File: src/rtl/adc_capture_pkg.sv
// Shared constants and writer state encoding for the
// ADC sample capture to SDRAM write path.
package adc_capture_pkg;

    localparam int DEF_ADDR_W = 22;
    localparam int DEF_DATA_W = 16;

    // The writer only ever issues write requests.
    localparam logic WNR_WRITE = 1'b1;

    typedef enum logic [1:0] {
        W_IDLE = 2'd0,
        W_REQ  = 2'd1,
        W_WAIT = 2'd2
    } wr_state_e;

endpackage

File: src/rtl/adc_sdram_writer_if.sv
// Request/response bundle between the capture writer
// and the SDRAM controller.
interface adc_sdram_writer_if
    import adc_capture_pkg::*;
#(
    parameter int ADDR_W = DEF_ADDR_W,
    parameter int DATA_W = DEF_DATA_W
);

    logic              Req;
    logic              WnR;
    logic [ADDR_W-1:0] Address;
    logic [DATA_W-1:0] DataIn;
    logic              Busy;
    logic              Ack;

    modport master (
        output Req, WnR, Address, DataIn,
        input  Busy, Ack
    );

    modport slave (
        input  Req, WnR, Address, DataIn,
        output Busy, Ack
    );

endinterface

File: src/rtl/sample_fifo.sv
// Synchronous first-word-fall-through sample buffer.
// Full/empty come from the registered occupancy.
module sample_fifo #(
    parameter int DEPTH = 16,
    parameter int W     = 16
) (
    input  logic                     Clk,
    input  logic                     Reset,
    input  logic                     push_i,
    input  logic                     pop_i,
    input  logic [W-1:0]             wdata_i,
    output logic [W-1:0]             head_o,
    output logic                     full_o,
    output logic                     empty_o,
    output logic [$clog2(DEPTH):0]   level_o
);

    localparam int AW = $clog2(DEPTH);

    logic [W-1:0]  mem_q [DEPTH];
    logic [AW-1:0] wr_ptr_q;
    logic [AW-1:0] rd_ptr_q;
    logic [AW:0]   level_q;
    logic [AW:0]   level_d;
    logic          push_ok;
    logic          pop_ok;

    assign full_o  = (level_q == (AW+1)'(DEPTH));
    assign empty_o = (level_q == '0);
    assign push_ok = push_i & ~full_o;
    assign pop_ok  = pop_i & ~empty_o;
    assign head_o  = mem_q[rd_ptr_q];
    assign level_o = level_q;

    // Occupancy: push and pop together leave it unchanged.
    always_comb begin
        level_d = level_q;
        case ({push_ok, pop_ok})
            2'b10:   level_d = level_q + (AW+1)'(1);
            2'b01:   level_d = level_q - (AW+1)'(1);
            default: level_d = level_q;
        endcase
    end

    // Pointer and occupancy registers.
    always_ff @(posedge Clk) begin
        if (Reset) begin
            wr_ptr_q <= '0;
            rd_ptr_q <= '0;
            level_q  <= '0;
        end else begin
            if (push_ok) wr_ptr_q <= wr_ptr_q + AW'(1);
            if (pop_ok)  rd_ptr_q <= rd_ptr_q + AW'(1);
            level_q <= level_d;
        end
    end

    // Sample storage; contents need no reset.
    always_ff @(posedge Clk) begin
        if (push_ok) mem_q[wr_ptr_q] <= wdata_i;
    end

endmodule

File: src/rtl/adc_sdram_writer.sv
// Captures a programmed number of ADC samples and drains
// them as single-word SDRAM writes at rising addresses.
module adc_sdram_writer
    import adc_capture_pkg::*;
#(
    parameter int FIFO_DEPTH = 16,
    parameter int ADDR_W     = DEF_ADDR_W,
    parameter int DATA_W     = DEF_DATA_W
) (
    input  logic                        Clk,
    input  logic                        Reset,
    input  logic                        Start,
    input  logic [ADDR_W-1:0]           BaseAddr,
    input  logic [ADDR_W-1:0]           CaptureLen,
    input  logic [DATA_W-1:0]           SampleData,
    input  logic                        SampleValid,
    output logic                        Capturing,
    output logic                        Done,
    output logic                        Overflow,
    output logic [$clog2(FIFO_DEPTH):0] FillLevel,
    adc_sdram_writer_if.master          ctrl
);

    logic [ADDR_W-1:0] len_q, len_d;
    logic [ADDR_W-1:0] in_cnt_q, in_cnt_d;
    logic [ADDR_W-1:0] out_cnt_q, out_cnt_d;
    logic [ADDR_W-1:0] wr_addr_q, wr_addr_d;
    logic [ADDR_W-1:0] addr_q, addr_d;
    logic [DATA_W-1:0] data_q, data_d;
    logic              cap_q, cap_d;
    logic              done_q, done_d;
    logic              ovf_q, ovf_d;
    logic              req_q, req_d;
    wr_state_e         st_q, st_d;

    logic              start_ok;
    logic              want;
    logic              push;
    logic              drop;
    logic              pop;
    logic              acked;
    logic              fifo_full;
    logic              fifo_empty;
    logic [DATA_W-1:0] head;

    assign start_ok = Start & ~cap_q;
    assign want     = SampleValid & cap_q & (in_cnt_q < len_q);
    assign push     = want & ~fifo_full;
    assign drop     = want & fifo_full;

    sample_fifo #(
        .DEPTH (FIFO_DEPTH),
        .W     (DATA_W)
    ) u_fifo (
        .Clk     (Clk),
        .Reset   (Reset),
        .push_i  (push),
        .pop_i   (pop),
        .wdata_i (SampleData),
        .head_o  (head),
        .full_o  (fifo_full),
        .empty_o (fifo_empty),
        .level_o (FillLevel)
    );

    // Capture bookkeeping: dropped samples count as written
    // so a capture always terminates after len samples.
    always_comb begin
        len_d     = len_q;
        in_cnt_d  = in_cnt_q;
        out_cnt_d = out_cnt_q + ADDR_W'(acked) + ADDR_W'(drop);
        cap_d     = cap_q;
        done_d    = 1'b0;
        ovf_d     = ovf_q;
        if (push | drop) in_cnt_d = in_cnt_q + ADDR_W'(1);
        if (drop)        ovf_d    = 1'b1;
        if (cap_q && out_cnt_q == len_q && fifo_empty) begin
            done_d = 1'b1;
            cap_d  = 1'b0;
        end
        if (start_ok) begin
            len_d     = CaptureLen;
            in_cnt_d  = '0;
            out_cnt_d = '0;
            ovf_d     = 1'b0;
            cap_d     = (CaptureLen != '0);
            done_d    = (CaptureLen == '0);
        end
    end

    // Writer FSM: one request per FIFO word, never while Busy.
    always_comb begin
        st_d      = st_q;
        req_d     = req_q;
        addr_d    = addr_q;
        data_d    = data_q;
        wr_addr_d = wr_addr_q;
        pop       = 1'b0;
        acked     = 1'b0;
        case (st_q)
            W_IDLE: begin
                if (!fifo_empty && !ctrl.Busy) begin
                    data_d = head;
                    addr_d = wr_addr_q;
                    req_d  = 1'b1;
                    pop    = 1'b1;
                    st_d   = W_REQ;
                end
            end
            W_REQ: begin
                if (ctrl.Ack) begin
                    req_d     = 1'b0;
                    wr_addr_d = wr_addr_q + ADDR_W'(1);
                    acked     = 1'b1;
                    st_d      = W_WAIT;
                end
            end
            W_WAIT: begin
                if (!ctrl.Busy) st_d = W_IDLE;
            end
            default: begin
                st_d  = W_IDLE;
                req_d = 1'b0;
            end
        endcase
        if (start_ok) wr_addr_d = BaseAddr;
    end

    // State registers.
    always_ff @(posedge Clk) begin
        if (Reset) begin
            len_q     <= '0;
            in_cnt_q  <= '0;
            out_cnt_q <= '0;
            wr_addr_q <= '0;
            addr_q    <= '0;
            data_q    <= '0;
            cap_q     <= 1'b0;
            done_q    <= 1'b0;
            ovf_q     <= 1'b0;
            req_q     <= 1'b0;
            st_q      <= W_IDLE;
        end else begin
            len_q     <= len_d;
            in_cnt_q  <= in_cnt_d;
            out_cnt_q <= out_cnt_d;
            wr_addr_q <= wr_addr_d;
            addr_q    <= addr_d;
            data_q    <= data_d;
            cap_q     <= cap_d;
            done_q    <= done_d;
            ovf_q     <= ovf_d;
            req_q     <= req_d;
            st_q      <= st_d;
        end
    end

    assign Capturing    = cap_q;
    assign Done         = done_q;
    assign Overflow     = ovf_q;
    assign ctrl.Req     = req_q;
    assign ctrl.WnR     = WNR_WRITE;
    assign ctrl.Address = addr_q;
    assign ctrl.DataIn  = data_q;

endmodule

File: src/flat_wrapper.sv
// flat-port wrapper written by rule: the top's interface ports become plain ports
module adc_sdram_writer_flat import adc_capture_pkg::*;
#(
    parameter int FIFO_DEPTH = 16,
    parameter int ADDR_W     = DEF_ADDR_W,
    parameter int DATA_W     = DEF_DATA_W
)
  (Clk, Reset, Start, BaseAddr, CaptureLen, SampleData, SampleValid, Capturing, Done, Overflow, FillLevel, ctrl_Req, ctrl_WnR, ctrl_Address, ctrl_DataIn, ctrl_Busy, ctrl_Ack);
  adc_sdram_writer_if #(.ADDR_W(ADDR_W), .DATA_W(DATA_W)) ctrl_i ();
  input  logic Clk;
  input  logic Reset;
  input  logic Start;
  input  logic [ADDR_W-1:0] BaseAddr;
  input  logic [ADDR_W-1:0] CaptureLen;
  input  logic [DATA_W-1:0] SampleData;
  input  logic SampleValid;
  output logic Capturing;
  output logic Done;
  output logic Overflow;
  output logic [$clog2(FIFO_DEPTH):0] FillLevel;
  output wire logic [$bits(ctrl_i.Req)-1:0] ctrl_Req;
  output wire logic [$bits(ctrl_i.WnR)-1:0] ctrl_WnR;
  output wire logic [$bits(ctrl_i.Address)-1:0] ctrl_Address;
  output wire logic [$bits(ctrl_i.DataIn)-1:0] ctrl_DataIn;
  input wire logic [$bits(ctrl_i.Busy)-1:0] ctrl_Busy;
  input wire logic [$bits(ctrl_i.Ack)-1:0] ctrl_Ack;
  assign ctrl_Req = ctrl_i.Req;
  assign ctrl_WnR = ctrl_i.WnR;
  assign ctrl_Address = ctrl_i.Address;
  assign ctrl_DataIn = ctrl_i.DataIn;
  assign ctrl_i.Busy = ctrl_Busy;
  assign ctrl_i.Ack = ctrl_Ack;
  adc_sdram_writer #(.FIFO_DEPTH(FIFO_DEPTH), .ADDR_W(ADDR_W), .DATA_W(DATA_W)) u_core (.Clk(Clk), .Reset(Reset), .Start(Start), .BaseAddr(BaseAddr), .CaptureLen(CaptureLen), .SampleData(SampleData), .SampleValid(SampleValid), .Capturing(Capturing), .Done(Done), .Overflow(Overflow), .FillLevel(FillLevel), .ctrl(ctrl_i));
endmodule
File: config.mk
export PLATFORM = sky130hd
export DESIGN_NAME = adc_sdram_writer_flat
export DESIGN_NICKNAME = d
export VERILOG_FILES = /design/src/rtl/adc_capture_pkg.sv /design/src/rtl/adc_sdram_writer_if.sv /design/src/rtl/sample_fifo.sv /design/src/rtl/adc_sdram_writer.sv /design/src/flat_wrapper.sv
export SDC_FILE = /design/constraint.sdc
export NUM_CORES = 1
export LEC_CHECK = 0
export ABC_AREA = 1
export CAP_MARGIN = 30
export CORE_MARGIN = 2
export CORE_UTILIZATION = 35
export DETAILED_ROUTE_END_ITERATION = 10
export GPL_ROUTABILITY_DRIVEN = 1
export SETUP_SLACK_MARGIN = 0.2
export SYNTH_ARGS = -nofsm -noshare
export SYNTH_HDL_FRONTEND = slang
export SYNTH_SLANG_ARGS = --single-unit
File: constraint.sdc
create_clock -name Clk -period 3.3 [get_ports Clk]
set_input_delay 0.66 -clock Clk [delete_from_list [all_inputs] [get_ports Clk]]
set_output_delay 0.66 -clock Clk [all_outputs]
set_load 0.01 [all_outputs]
## Yosys cells after proc, flatten, opt, wreduce, memory -nomap -nowiden

Memories as Yosys holds them, arrays and structs flattened. A register that Yosys moved wholly into a read port is not among the register bits.
Cells that the tools add are included.

- $add $sub $neg: 8
- Order comparisons: 1
- Equality and inequality tests: 9
- Muxes and demuxes: 21
- Bitwise logic cells: 12
- Reduce and logical (&&, ||, !) cells: 18

Operator list:

| kind | count |
|---|---|
| $mux 22 | 3 |
| $add 22x1->22 | 2 |
| $add 22x1->22 const B | 2 |
| $eq 22x22->1 | 1 |
| $logic_not 22->1 | 1 |
| $lt 22x22->1 | 1 |
| $reduce_bool 22->1 | 1 |
| $mux 1 | 12 |
| $pmux 5 s2 | 1 |
| $add 4x1->4 const B | 2 |
| $reduce_bool 2->1 | 4 |
| $and 1x1->1 | 7 |
| $mux 2 | 3 |
| $pmux 2 s3 | 1 |
| $reduce_and 3->1 | 2 |
| $add 5x1->5 const B | 1 |
| $eq 5x5->1 const B | 1 |
| $logic_not 5->1 | 1 |
| $sub 5x1->5 const B | 1 |
| $eq 2x1->1 const B | 2 |
| $eq 2x2->1 const B | 2 |
| $ne 2x2->1 const B | 2 |
| $not 1->1 | 4 |
| $reduce_and 2->1 | 2 |
| 7 further kinds | 10 |

- Bits in registers: 129
- Bits in writable memories: 256
- Bits of input ports: 66
- Output and inout bits: 48
- Word-level logic and storage cells: 83
- Memories: 1

Memory list:

| memory | words | width | read ports | clocked after memory_dff | wr ports | line | text |
|---|---|---|---|---|---|---|---|
| u_core.u_fifo.mem_q | 16 | 16 | 1 | 1 | 1 | sample_fifo.sv:20 | `logic [W-1:0] mem_q [DEPTH];` |

## Logic depth before layout (Yosys ltp)

Gate-level depths: netlist of run 1.

- Depth in word-level cells: 8
- Depth in mapped cells: 22
- Depth with buffers taken out: 22

## By module

Synthesis of run 1 repeated with hierarchy kept, for this count alone.

- Cell total of the unflattened synthesis: 1916
- Area, all modules: 18401.4 µm²

By module, submodules not included:

| module | times used | cells an instance | area an instance (µm²) | seq. area each (µm²) |
|---|---|---|---|---|
| sample_fifo | 1 | 808 | 11138.2 | 8027.7 |
| adc_sdram_writer | 1 | 1108 | 7263.2 | 2642.5 |

## Least setup slack after synthesis of run 1

Ideal clock, no wire load.

- Path kind: register to register
- Start point: register u_core.in_cnt_q[5]
- End point: register u_core.out_cnt_q[18]
- Library setup time: 115 ps
- Arrival time: 2940 ps
- Required time: 3185 ps
- Slack: 245 ps
- Cell stages (with the launch flop): 22
- Path buffers: 0
- Clock period less this slack: 3055 ps
- Cell sequence: dfxtp_1 -> ha_1 -> nand2_1 -> inv_1 -> a21oi_1 -> nand2_1 -> nand2_2 -> nand2_1 -> nor2_4 -> nand2_1 -> fa_1 -> inv_1 -> ha_1 -> nand2_1 -> nor3_2 -> nand2_1 -> nor2_2 -> nand2_1 -> nor2_1 -> nand3_1 -> nand2_1 -> nor2_1

- Cells in the longest elaborated chain, start to end: 4

Ends and longest elaborated chain:

| element | line | text |
|---|---|---|
| start, declared | adc_sdram_writer.sv:25 | `logic [ADDR_W-1:0] in_cnt_q, in_cnt_d;` |
| start signal, assigned | adc_sdram_writer.sv:145 | `in_cnt_q <= in_cnt_d;` |
| $lt 22x22->1 | adc_sdram_writer.sv:47 | `assign want = SampleValid & cap_q & (in_cnt_q < len_q);` |
| $and 1x1->1 | adc_sdram_writer.sv:47 |  |
| $and 1x1->1 | adc_sdram_writer.sv:49 | `assign drop = want & fifo_full;` |
| $add 22x1->22 | adc_sdram_writer.sv:71 | `out_cnt_d = out_cnt_q + ADDR_W'(acked) + ADDR_W'(drop);` |
| end signal, assigned | adc_sdram_writer.sv:146 | `out_cnt_q <= out_cnt_d;` |
| end, declared | adc_sdram_writer.sv:26 | `logic [ADDR_W-1:0] out_cnt_q, out_cnt_d;` |

Every way passes these cells.
A chain may end at the register's enable or synchronous reset.

## Worst setup path in the final report of run 1

- Start point: register u_core.len_q[19]
- End point: register u_core.out_cnt_q[18]

- Cells in the longest elaborated chain, start to end: 4

Ends and longest elaborated chain:

| element | line | text |
|---|---|---|
| start, declared | adc_sdram_writer.sv:24 | `logic [ADDR_W-1:0] len_q, len_d;` |
| start signal, assigned | adc_sdram_writer.sv:144 | `len_q <= len_d;` |
| $lt 22x22->1 | adc_sdram_writer.sv:47 |  |
| $and 1x1->1 | adc_sdram_writer.sv:47 |  |
| $and 1x1->1 | adc_sdram_writer.sv:49 |  |
| $add 22x1->22 | adc_sdram_writer.sv:71 |  |

Every way passes these cells.

==> summary.md, run 1 <==
| Metric | Value |
|---|---|
| Die Footprint | 53400 sq um |
| Slew Limit Fails | 0 |
| Lkg Pwr | 0.00776 uW |
| Pre-Repair DR Iteration Count | 6 |
| DRC Markers | 0 |
| CP cell instances | inv_1, ha_4, nand2_1, nor2_4, nand2_2, nor2_4, nand2_4, nand2_2, nor2_4, nand2_2, fa_2, inv_2, ha_4, nand2_2, nor3_4, nand2_2, nor2_4, nand2_4, nor2_4, nand3_1, nand2_1, nor2_1 |
| Largest family of logic cells by synthesized area | simple AND/OR/NAND/NOR gates |
| Comb pwr share | 25.6% |
| Dpl ws | -0.256 ns |
| Net Sw Frac | 32.3% |
| WP data arrival | 3.47 ns |
| Critical Path RT | 3.79 ns |
| Sequential cell area | 10600 sq um |
| Least-Margin Pin Slew | 0.849 ns |
| Syn Nets | 2028 |
| Yosys top cell area share | 42.6% |
| Synth Area in Compound Gates | 12.5% |
| Largest net degree at the start of global routing | 70 |
| Psw | 4650 uW |
| GR Overflow Total | 0 |
| Fin area | 21900 sq um |
| CTS H-tree lvls | 2 |
| Worst reg2reg endpoint | u_core.out_cnt_q[18]$_SDFF_PP0_ |
| Crit path launch type | register |
| Crit path launch | u_core.len_q[19]$_SDFFE_PP0P_ |
| I/O Buffers | 112 |
| Power Density | 656 nW/um^2 |
| Max frequency | 335 MHz |
| Clk network pwr share | 32.7% |
| Hold path endpoint | u_core.Capturing$_SDFFE_PP0P_ |
| Top Ports | 114 |
| Max-Cap Viols | 0 |
| First-pass GRT wire length | 76100 um |
| Outcome | finished clean |
| Worst path max stage delay | 0.37 ns |
| CP Max Fanout | 5 |
| DR iter-0 viols | 1119 |
| Relative slew margins | 43.0% |
| Avg Cell Area, Syn | 9.37 sq um |
| Hold wc startpoint | Reset |
| Die height | 231 um |
| Multi-input gate area | 6630 sq um |
| Clk root buf | clkbuf_16 |
| Initial Util | 35.3% |
| Detail Route Antenna Nets | 0 |
| Hold depth | 2 |
| All-Layer GR Usage | 18.3% |
| Post-Route Skew | 0.0367 ns |
| Vias in the first global route | 13.5k |
| Syn Inst Count | 1927 |
| Fraction of registers with async set/reset | 0% |
| Adder-cell area share of the yosys netlist | 2.51% |
| Layout cells sized above 1 | 12.1% |
| CTS max path bufs | 3 |
| Largest area contributor in the netlist | edfxtp_1 |
| Sequential cell fraction of total power | 41.7% |
| Worst r2r path cells | 22 |
| CTS tree | yes |
| RePlAce Congestion | 0.817 |
| Synth-to-Final Area Change | 21.4% |
| Crit path kind | register to register |
| Post-Layout Cell Count | 2783 |
| Mux contribution to synthesized area | 0% |
| Final Hold Vio Count | 0 |
| Final setup violation count | 0 |
| Hold Path Class | primary input to register |
| Main area contributors after synthesis | edfxtp_1 (43%), dfxtp_1 (16%), nor2_1 (6.8%) |
| Post-synthesis xor/xnor area fraction | 1.45% |
| Cell Area, Placed | 20300 sq um |
| Reg-to-Reg Start | u_core.len_q[19]$_SDFFE_PP0P_ |
| Clk sinks | 401 |
| Vias | 14.0k |
| Ys flop type | edfxtp_1 |
| Cell Area, Synth | 18100 sq um |
| Synthesis-stage register bit count | 401 |
| Crit share post-route | 90.5% |
| Filler Cell Count | 4945 |
| Cell variety after synth | 48 |
| Post-synthesis simple-gate area fraction | 18.9% |
| RSZ-0062 raised after global routing | true |
| Clock transition at the registers of the reported paths | 0.06 ns |
| Hold Buf Count CTS | 0 |
| Final worst slack | 0.312 ns |
| Core region area | 51200 sq um |
| Routed len/inst | 17.6 um |
| Drt total wl | 49100 um |
| Final Critical Period | 2.99 ns |
| Drt via density | 5.02 |
| Syn. warnings | 0 |
| Most frequent cells in the layout | nor2_1 (310), nand2_1 (274), edfxtp_1 (256) |
| Final Core Density | 42.8% |
| Fin Hold WS | 0.327 ns |
| Maximum vdd ir drop | 0.425 mV |
| Crit end category | register |
| Rows | 83 |
| Crit-path slowest cell | fa_2 |
| Hpwl dp | 30300 um |
| CTS buffer count | 43 |
| Largest delay contributor family on the critical path | simple AND/OR/NAND/NOR gates |
| Sequential area share after synthesis | 58.6% |
| Placed Cells | 2696 |
| Worst Path Buf+Inv | 2 |
| Most common cell after layout, fill and taps aside | nor2_1 |
| Fin nets | 2167 |
| Chip Width | 231 um |
| Worst R2R Setup Slack | 0.31 ns |
| Int Power | 9730 uW |
| Initial antenna violation count | 6 |
| Clk Latency, worst-skew pair | 0.60 ns |
| EDFF count, synth | 256 |
-- power by group through the flow --
stage,Clock [uW],Sequential [uW],Combinational (uW)
after floorplan,0,6050,2360
after global placement,0,6090,3590
after detailed placement,0,6100,3640
after CTS,4800,6000,3670
after global routing,5010,6050,4150
final,4700,6000,3680
-- through the flow --
stage	total power (uW)	TNS, ns
floorplan	8410	0
global placement	9670	-1.26
detailed placement	9740	-1.99
CTS	14500	0
global route	15200	0
finish	14400	0
-- cell families (layout without fill, tap and decap cells) --
logic type	count (synthesis)	in the layout
other cells	1	3
flops	401	401
simple gates	806	806
buf+inv	250	424
compound gates	404	404
xor+xnor	30	30
fa+ha+maj	35	35
-- per-layer routing --
metal	routed length [um]	global-route usage, %	share of wire, %
met5	40	0	0.082
met1	21700	24.4	44
met3	3100	3.81	6.3
met4	1520	6.19	3.1
met2	22700	29.5	46
-- synth_stat cells (3+ instances only) --
library cell and number:
a21oi_1 109, a31oi_1 6, buf_1 6, buf_2 31
buf_4 6, buf_6 7, clkbuf_1 39, clkinv_1 4
dfxtp_1 145, edfxtp_1 256, ha_1 33, inv_1 150
inv_2 3, nand2_1 286, nand2_2 7, nand3_1 91
nand3b_1 5, nand4_1 24, nor2_1 328, nor2_2 27
nor2_4 6, nor3_1 22, o211ai_1 71, o21ai_0 162
o21ai_1 41, o21ai_2 4, xnor2_1 9, xor2_1 21
-- timing repair --
item	CTS	global route
cloned	0	0
pin swaps	3	14
gates resized for setup	3	48
endpoints found under the setup margin	7	15
setup buffers	1	4
-- flip-flops by register name (all words and copies together) (netlist names) --
name                    flops
u_core.u_fifo.mem_q       256
u_core.ctrl.Address        22
u_core.in_cnt_q            22
u_core.len_q               22
u_core.out_cnt_q           22
u_core.wr_addr_q           22
u_core.ctrl.DataIn         16
u_core.u_fifo.level_o       5
u_core.u_fifo.rd_ptr_q      4
u_core.u_fifo.wr_ptr_q      4
u_core.st_q                 2
u_core.Capturing            1
u_core.Done                 1
u_core.Overflow             1
u_core.ctrl.Req             1
-- cell type report --
cell class                      count  share of cell area, %
Clock buffer                       63                   5.61
Timing Repair Buffer              186                   8.48
Clock inverter                     17                  0.685
Antenna cell                        2                 0.0228
Tap cell                          680                   3.88
Multi-Input combinational cell   1276                   30.2
Inverter                          158                   2.72
Sequential cell                   401                   48.4
-- worst max-delay path by stage --
stage / to / depth (start not counted)
after global placement: u_core.out_cnt_q[18]$_SDFF_PP0_ / 20
after global routing: u_core.out_cnt_q[18]$_SDFF_PP0_ / 22
after CTS: u_core.out_cnt_q[18]$_SDFF_PP0_ / 22
after detailed placement: u_core.out_cnt_q[18]$_SDFF_PP0_ / 20
final: u_core.out_cnt_q[18]$_SDFF_PP0_ / 22
after floorplan: u_core.out_cnt_q[18]$_SDFF_PP0_ / 21
(Power assumes the default switching activity.)
==> run 2, diff against run 1 <==
- CORE_ASPECT_RATIO: default -> 1.1
- REMOVE_ABC_BUFFERS: default -> 1
- SKIP_CTS_REPAIR_TIMING: default -> 1
==> run 2 against run 1 <==
Net effect: flip-flop and latch count did not move; cell count down 0.25%; global-route usage decreased by 0.28 points; worst setup slack better by 0.050 ns; register-to-register slack improved by 0.05 ns; worst hold slack gained 0.12 ns; critical endpoint unchanged; largest cell class unchanged.
==> summary.md, run 2 (same netlist as run 1, synthesis figures left out) <==
| Metric | Value |
|---|---|
| Outcome | finished clean |
| Initial Util | 35.3% |
| CTS max path bufs | 3 |
| Filler Cell Count | 4951 |
| Fin nets | 2174 |
| Diodes inserted | 0 |
| Maximum vdd ir drop | 0.448 mV |
| Int Power | 9960 uW |
| Routed len/inst | 17.4 um |
| Placed Cells | 2688 |
| I/O Buffers | 112 |
| Max frequency | 340 MHz |
| Post-Route Skew | 0.0158 ns |
| Sequential cell fraction of total power | 41.3% |
| Crit end category | register |
| Initial antenna violation count | 1 |
| Die Footprint | 53400 sq um |
| DRC Markers | 0 |
| Core region area | 51200 sq um |
| Vias in the first global route | 13.5k |
| DR iter-0 viols | 915 |
| Fin Hold WS | 0.450 ns |
| Clock transition at the registers of the reported paths | 0.06 ns |
| Relative slew margins | 38.4% |
| Net Sw Frac | 31.3% |
| Reg-to-Reg Start | u_core.len_q[5]$_SDFFE_PP0P_ |
| Clk Latency, worst-skew pair | 0.58 ns |
| Max FFs per register | 256 |
| Most frequent cells in the layout | nor2_1 (311), nand2_1 (280), edfxtp_1 (256) |
| WP data arrival | 3.40 ns |
| First-pass GRT wire length | 75000 um |
| Synth-to-Final Area Change | 21.6% |
| Post-Layout Cell Count | 2776 |
| Hold Path Class | register to register |
| Final Critical Period | 2.94 ns |
| Drt via density | 5.04 |
| Crit share post-route | 89.0% |
| Detail Route Antenna Nets | 0 |
| Max-Cap Viols | 0 |
| Power Density | 660 nW/um^2 |
| Final Hold Vio Count | 0 |
| Psw | 4540 uW |
| CTS buffer count | 44 |
| All-Layer GR Usage | 18.0% |
| Crit path launch | u_core.len_q[5]$_SDFFE_PP0P_ |
| Comb pwr share | 24.8% |
| Most flops, register | u_core.u_fifo.mem_q |
| Largest net degree at the start of global routing | 74 |
| Slew Limit Fails | 0 |
| Top Ports | 114 |
| Clk root buf | clkbuf_16 |
| Pre-Repair DR Iteration Count | 5 |
| Crit path kind | register to register |
| Chip Width | 221 um |
| Critical Path RT | 3.77 ns |
| CTS H-tree lvls | 2 |
| Most common cell after layout, fill and taps aside | nor2_1 |
| Crit path launch type | register |
| Hpwl dp | 29800 um |
| Final setup violation count | 0 |
| RePlAce Congestion | 0.846 |
| Clk network pwr share | 33.9% |
| Rows | 87 |
| Least-Margin Pin Slew | 0.924 ns |
| Layout cells sized above 1 | 11.5% |
| CP Max Fanout | 5 |
| Hold wc startpoint | u_core.Overflow$_SDFFE_PP0P_ |
| CTS tree | yes |
| Final total power | 14500 uW |
| Drt total wl | 48200 um |
| Clk sinks | 401 |
| Die height | 242 um |
| Lkg Pwr | 0.00784 uW |
| Vias | 14.0k |
| GR Overflow Total | 0 |
| RSZ-0062 raised after global routing | true |
## run 2: cell count changes in the layout (fill, tap and decap cells not counted), moves of 3 or more
cell and delta:
dfxtp_2 -5, buf_12 +4, bufinv_16 +3, a21oi_1 +3
nand2_1 +6, ha_1 +4, nand2_2 -7, a21oi_2 -3
ha_4 -5, dfxtp_1 +5
## run 2: routing by layer
layer	vias up	part of all wire, %	GRT usage [%]
met5	-	0	0
met4	0	2.0	4.80
met3	60	5.5	2.77
met2	370	49	31.1
met1	6687	43	23.3
li1	6866	-	-
## run 2: final timing paths
path | slack (ns) | cells past startpoint | end
worst max register to register | 0.36 | 22 | u_core.out_cnt_q[18]$_SDFF_PP0_
worst min register to register | 0.45 | 2 | u_core.Overflow$_SDFFE_PP0P_
worst min-delay path | 0.45 | 2 | u_core.Overflow$_SDFFE_PP0P_
worst max-delay path | 0.36 | 22 | u_core.out_cnt_q[18]$_SDFF_PP0_
## run 2: stage by stage
stage               util [%]  setup WS [ns]  setup TNS (ns)  instance area, sq um
floorplan                  -         -0.846          -14.62                 17600
global placement        39.8         -0.349           -1.69                 20400
detailed placement      39.8         -0.370           -2.48                 20400
CTS                     42.6         0.0255               0                 21800
global route            42.9          0.192               0                 22000
finish                  42.9          0.362               0                 22000
## run 2: cell type report
class / count / area [sq um] / share of cell area (%)
flip-flops and latches: 401 / 10600 / 48.3
multi-input cells: 1276 / 6550 / 29.8
repair buffers: 192 / 1950 / 8.89
clock buffers: 62 / 1230 / 5.59
well taps: 667 / 835 / 3.80
inverters: 158 / 596 / 2.71
clock inverters: 20 / 209 / 0.951
## run 2: worst max-delay path, cell delays in order (launching register included)
cell	delay, ns
dfxtp_2	0.32
inv_1	0.06
ha_1	0.29
nand2_1	0.08
inv_1	0.04
a21oi_1	0.11
nand2_1	0.13
nand2_2	0.11
nand2_2	0.06
nor2_4	0.14
nand2_4	0.07
fa_2	0.37
inv_1	0.07
ha_2	0.18
nand2_2	0.08
nor3_4	0.14
nand2_2	0.10
nor2_4	0.14
nand2_4	0.08
nor2_4	0.08
nand3_1	0.07
nand2_1	0.07
nor2_1	0.04
## run 2: power by group through the flow
| stage | combinational, uW | sequential (uW) | clock [uW] |
|---|---|---|---|
| after global routing | 4050 | 6040 | 5210 |
| final | 3600 | 5990 | 4910 |
| after CTS | 3590 | 6000 | 5010 |
| after detailed placement | 3570 | 6100 | 0 |
| after floorplan | 1910 | 6280 | 0 |
| after global placement | 3520 | 6100 | 0 |
==> run 3, diff against run 2 <==
--- a/config.mk
+++ b/config.mk
@@ -7,3 +7,3 @@
 export LEC_CHECK = 0
-export ABC_AREA = 1
+export ABC_AREA = 0
 export CAP_MARGIN = 30
--- a/constraint.sdc
+++ b/constraint.sdc
@@ -3,2 +3,2 @@
 set_output_delay 0.66 -clock Clk [all_outputs]
-set_load 0.01 [all_outputs]
+set_load 0.02 [all_outputs]
==> run 3 against run 2 <==
Net effect: area after synthesis down 7.4%; clock power down 5.1%; critical endpoint is now u_core.u_fifo.level_o[4]$_SDFFE_PP0P_; critical path type unchanged; synthesized cell count down 36%; total power down 14%; first-iteration DRC count down 13%; sequential share of layout area up 2.3 points; combinational power down 40%.
==> summary.md, run 3 <==
| Metric | Value |
|---|---|
| Core region area | 47500 sq um |
| Crit path launch type | register |
| Hold depth | 2 |
| Clk network pwr share | 37.2% |
| Final Hold Vio Count | 0 |
| Hold Path Class | register to register |
| Diodes inserted | 0 |
| GR peak layer | met2 |
| M1 GR Usage | 22.1% |
| Clk Latency, worst-skew pair | 0.58 ns |
| Yosys top cell area share | 46.0% |
| Crit-path slowest cell | or3_4 |
| Initial Util | 35.2% |
| Pre-Repair DR Iteration Count | 5 |
| Die Footprint | 49500 sq um |
| DR iter-0 viols | 797 |
| Reg-to-Reg Start | u_core.len_q[21]$_SDFFE_PP0P_ |
| CTS H-tree lvls | 2 |
| Grt met2 use | 27.6% |
| Max frequency | 325 MHz |
| Chip Width | 212 um |
| Routed len/inst | 19.1 um |
| Main area contributors after synthesis | edfxtp_1 (46%), dfxtp_1 (17%), mux4_2 (11%) |
| Worst path max stage delay | 0.37 ns |
| Dpl ws | -0.443 ns |
| Int Power | 9200 uW |
| Largest area contributor in the netlist | edfxtp_1 |
| WP data arrival | 3.57 ns |
| Filler Cell Count | 4336 |
| GR Overflow Total | 0 |
| Maximum vdd ir drop | 0.315 mV |
| Most flops, register | u_core.u_fifo.mem_q |
| Relative slew margins | 57.5% |
| Most frequent cell after synthesis | edfxtp_1 |
| Initial antenna violation count | 1 |
| Ys flop type | edfxtp_1 |
| Sequential cell fraction of total power | 45.5% |
| Crit share post-route | 93.2% |
| CP Max Fanout | 3 |
| Lkg Pwr | 0.00698 uW |
| I/O Buffers | 112 |
| All-Layer GR Usage | 16.6% |
| RSZ-0062 raised after global routing | true |
| Cell Area, Placed | 19300 sq um |
| Most common cell after layout, fill and taps aside | edfxtp_1 |
| EDFF count, synth | 256 |
| Syn Inst Count | 1237 |
| Least-Margin Pin Slew | 0.621 ns |
| CTS buffer count | 43 |
| Comb pwr share | 17.2% |
| Power Density | 596 nW/um^2 |
| Cell variety after synth | 63 |
| Slew Limit Fails | 0 |
| Cell Area, Synth | 16700 sq um |
| Max FFs per register | 256 |
| Final worst slack | 0.223 ns |
| Final Critical Period | 3.08 ns |
| Layout cells sized above 1 | 23.1% |
| Worst R2R Setup Slack | 0.22 ns |
| Most frequent cells in the layout | edfxtp_1 (256), nand2_1 (157), dfxtp_1 (125) |
| Drt via density | 5.04 |
| Worst reg2reg endpoint | u_core.u_fifo.level_o[4]$_SDFFE_PP0P_ |
| First-pass GRT wire length | 62100 um |
| Multi-input gate area | 6020 sq um |
| Synth-to-Final Area Change | 25.7% |
| Clock transition at the registers of the reported paths | 0.06 ns |
| Outcome | finished clean |
| Die height | 233 um |
| Vias | 10.7k |
| Psw | 3320 uW |
| Drt total wl | 40600 um |
| Crit end category | register |
| Net Sw Frac | 26.5% |
| CTS max path bufs | 3 |
| Hold wc startpoint | u_core.ctrl.Address[15]$_SDFFE_PP0P_ |
| Avg Cell Area, Syn | 13.5 sq um |
| Synthesis-stage register bit count | 401 |
| Setup Total Neg Slack | 0 ns |
| Fin nets | 1543 |
| Syn. warnings | 0 |
| Hpwl dp | 25900 um |
| Crit path kind | register to register |
| Rows | 84 |
| DRC Markers | 0 |
| Worst Path Buf+Inv | 2 |
| Vias in the first global route | 10.8k |
| Clk sinks | 401 |
| CTS tree | yes |
| Critical Path RT | 3.80 ns |
| Sequential cell area | 10600 sq um |
| Detail Route Antenna Nets | 0 |
| Hold path endpoint | u_core.ctrl.Address[15]$_SDFFE_PP0P_ |
| Largest net degree at the start of global routing | 58 |
| Clk root buf | clkbuf_16 |
| CP dominant cell by count | ha_4 |
| Worst r2r path cells | 15 |
| Sequential area share after synthesis | 63.3% |
| CP cell instances | inv_2, ha_4, and4_4, nand4_1, or3_4, o211a_4, nand2_4, ha_4, buf_6, ha_4, a21o_1, a21oi_2, xor2_1, or3_1, a21oi_1 |
| Fin Hold WS | 0.455 ns |
| Fin area | 21000 sq um |
| RePlAce Congestion | 0.808 |
| Post-Route Skew | 0.0215 ns |
| Largest delay contributor family on the critical path | simple AND/OR/NAND/NOR gates |
| Max-Cap Viols | 0 |
| Top Ports | 114 |
| Fraction of registers with async set/reset | 0% |
| Met3 usage | 3.41% |
| Final setup violation count | 0 |
| Commonest cells in the netlist | edfxtp_1 (256), nand2_1 (159), dfxtp_1 (145), a21oi_1 (99), nor2_1 (81) |
[run 3: cell count changes in the layout (fill, tap and decap cells not counted), moves of 17 or more]
cell,previous run,this run
o21ai_1,43,0
nand3_1,91,29
nand2_1,280,157
mux4_2,0,80
nor2_1,311,73
o21ai_0,160,23
nor2_2,41,8
inv_1,146,25
or3_1,0,19
a211oi_1,1,18
xor2_1,21,51
buf_4,61,100
o211ai_1,71,0
[run 3: logic make-up after synthesis]
group | share of synthesized area (%)
DFF | 63.3
and+or+nand+nor | 10.9
AOI/OAI and AO/OA | 6.20
buffers and inverters | 2.39
muxes | 10.9
xor gates and xnor gates | 3.51
adders and majority gates | 2.71
other | 0.0224
[run 3: worst max-delay path by stage]
stage                                                     start                                    end  slack (ns)  depth (start not counted)
after CTS                         u_core.len_q[13]$_SDFFE_PP0P_        u_core.out_cnt_q[20]$_SDFF_PP0_       -0.09                         17
after global routing              u_core.len_q[21]$_SDFFE_PP0P_  u_core.u_fifo.level_o[4]$_SDFFE_PP0P_        0.10                         15
after detailed placement                            SampleValid        u_core.out_cnt_q[20]$_SDFF_PP0_       -0.44                         15
final                             u_core.len_q[21]$_SDFFE_PP0P_  u_core.u_fifo.level_o[4]$_SDFFE_PP0P_        0.22                         15
after floorplan           u_core.u_fifo.level_o[0]$_SDFFE_PP0P_  u_core.u_fifo.level_o[4]$_SDFFE_PP0P_       -1.34                         12
after global placement                              SampleValid        u_core.out_cnt_q[20]$_SDFF_PP0_       -0.37                         15
[run 3: power groups by stage]
stage	clock network (uW)	logic, uW	registers [uW]
after floorplan	0	1030	5980
after global placement	0	2100	5800
after detailed placement	0	2120	5800
after CTS	4780	2130	5700
after global routing	4990	2360	5730
final	4660	2160	5700
[run 3: worst min-delay path, cell delays in order (launching register included)]
cell and delay, ns:
dfxtp_1 0.31, nand2_1 0.05, a21oi_1 0.05
[run 3: metal layers]
metal / vias to the layer above / wire length (um)
met5: - / 13
met4: 2 / 711
met3: 57 / 2180
met2: 246 / 19600
met1: 5342 / 18100
li1: 5036 / -
[run 3: final cells by class]
class	instances	area share [%]
Clock buffer	58	5.67
Tap cell	645	3.84
Clock inverter	20	0.774
Timing Repair Buffer	222	9.87
Multi-Input combinational cell	738	28.7
Inverter	36	0.655
Sequential cell	401	50.5
[run 3: per-stage QoR]
stage	utilization, %	total power (uW)	std cells
finish	44.2	12500	2120
global placement	40.6	7900	2029
CTS	43.4	12600	2107
detailed placement	40.6	7920	2029
floorplan	-	7010	1175
global route	44.2	13100	2120
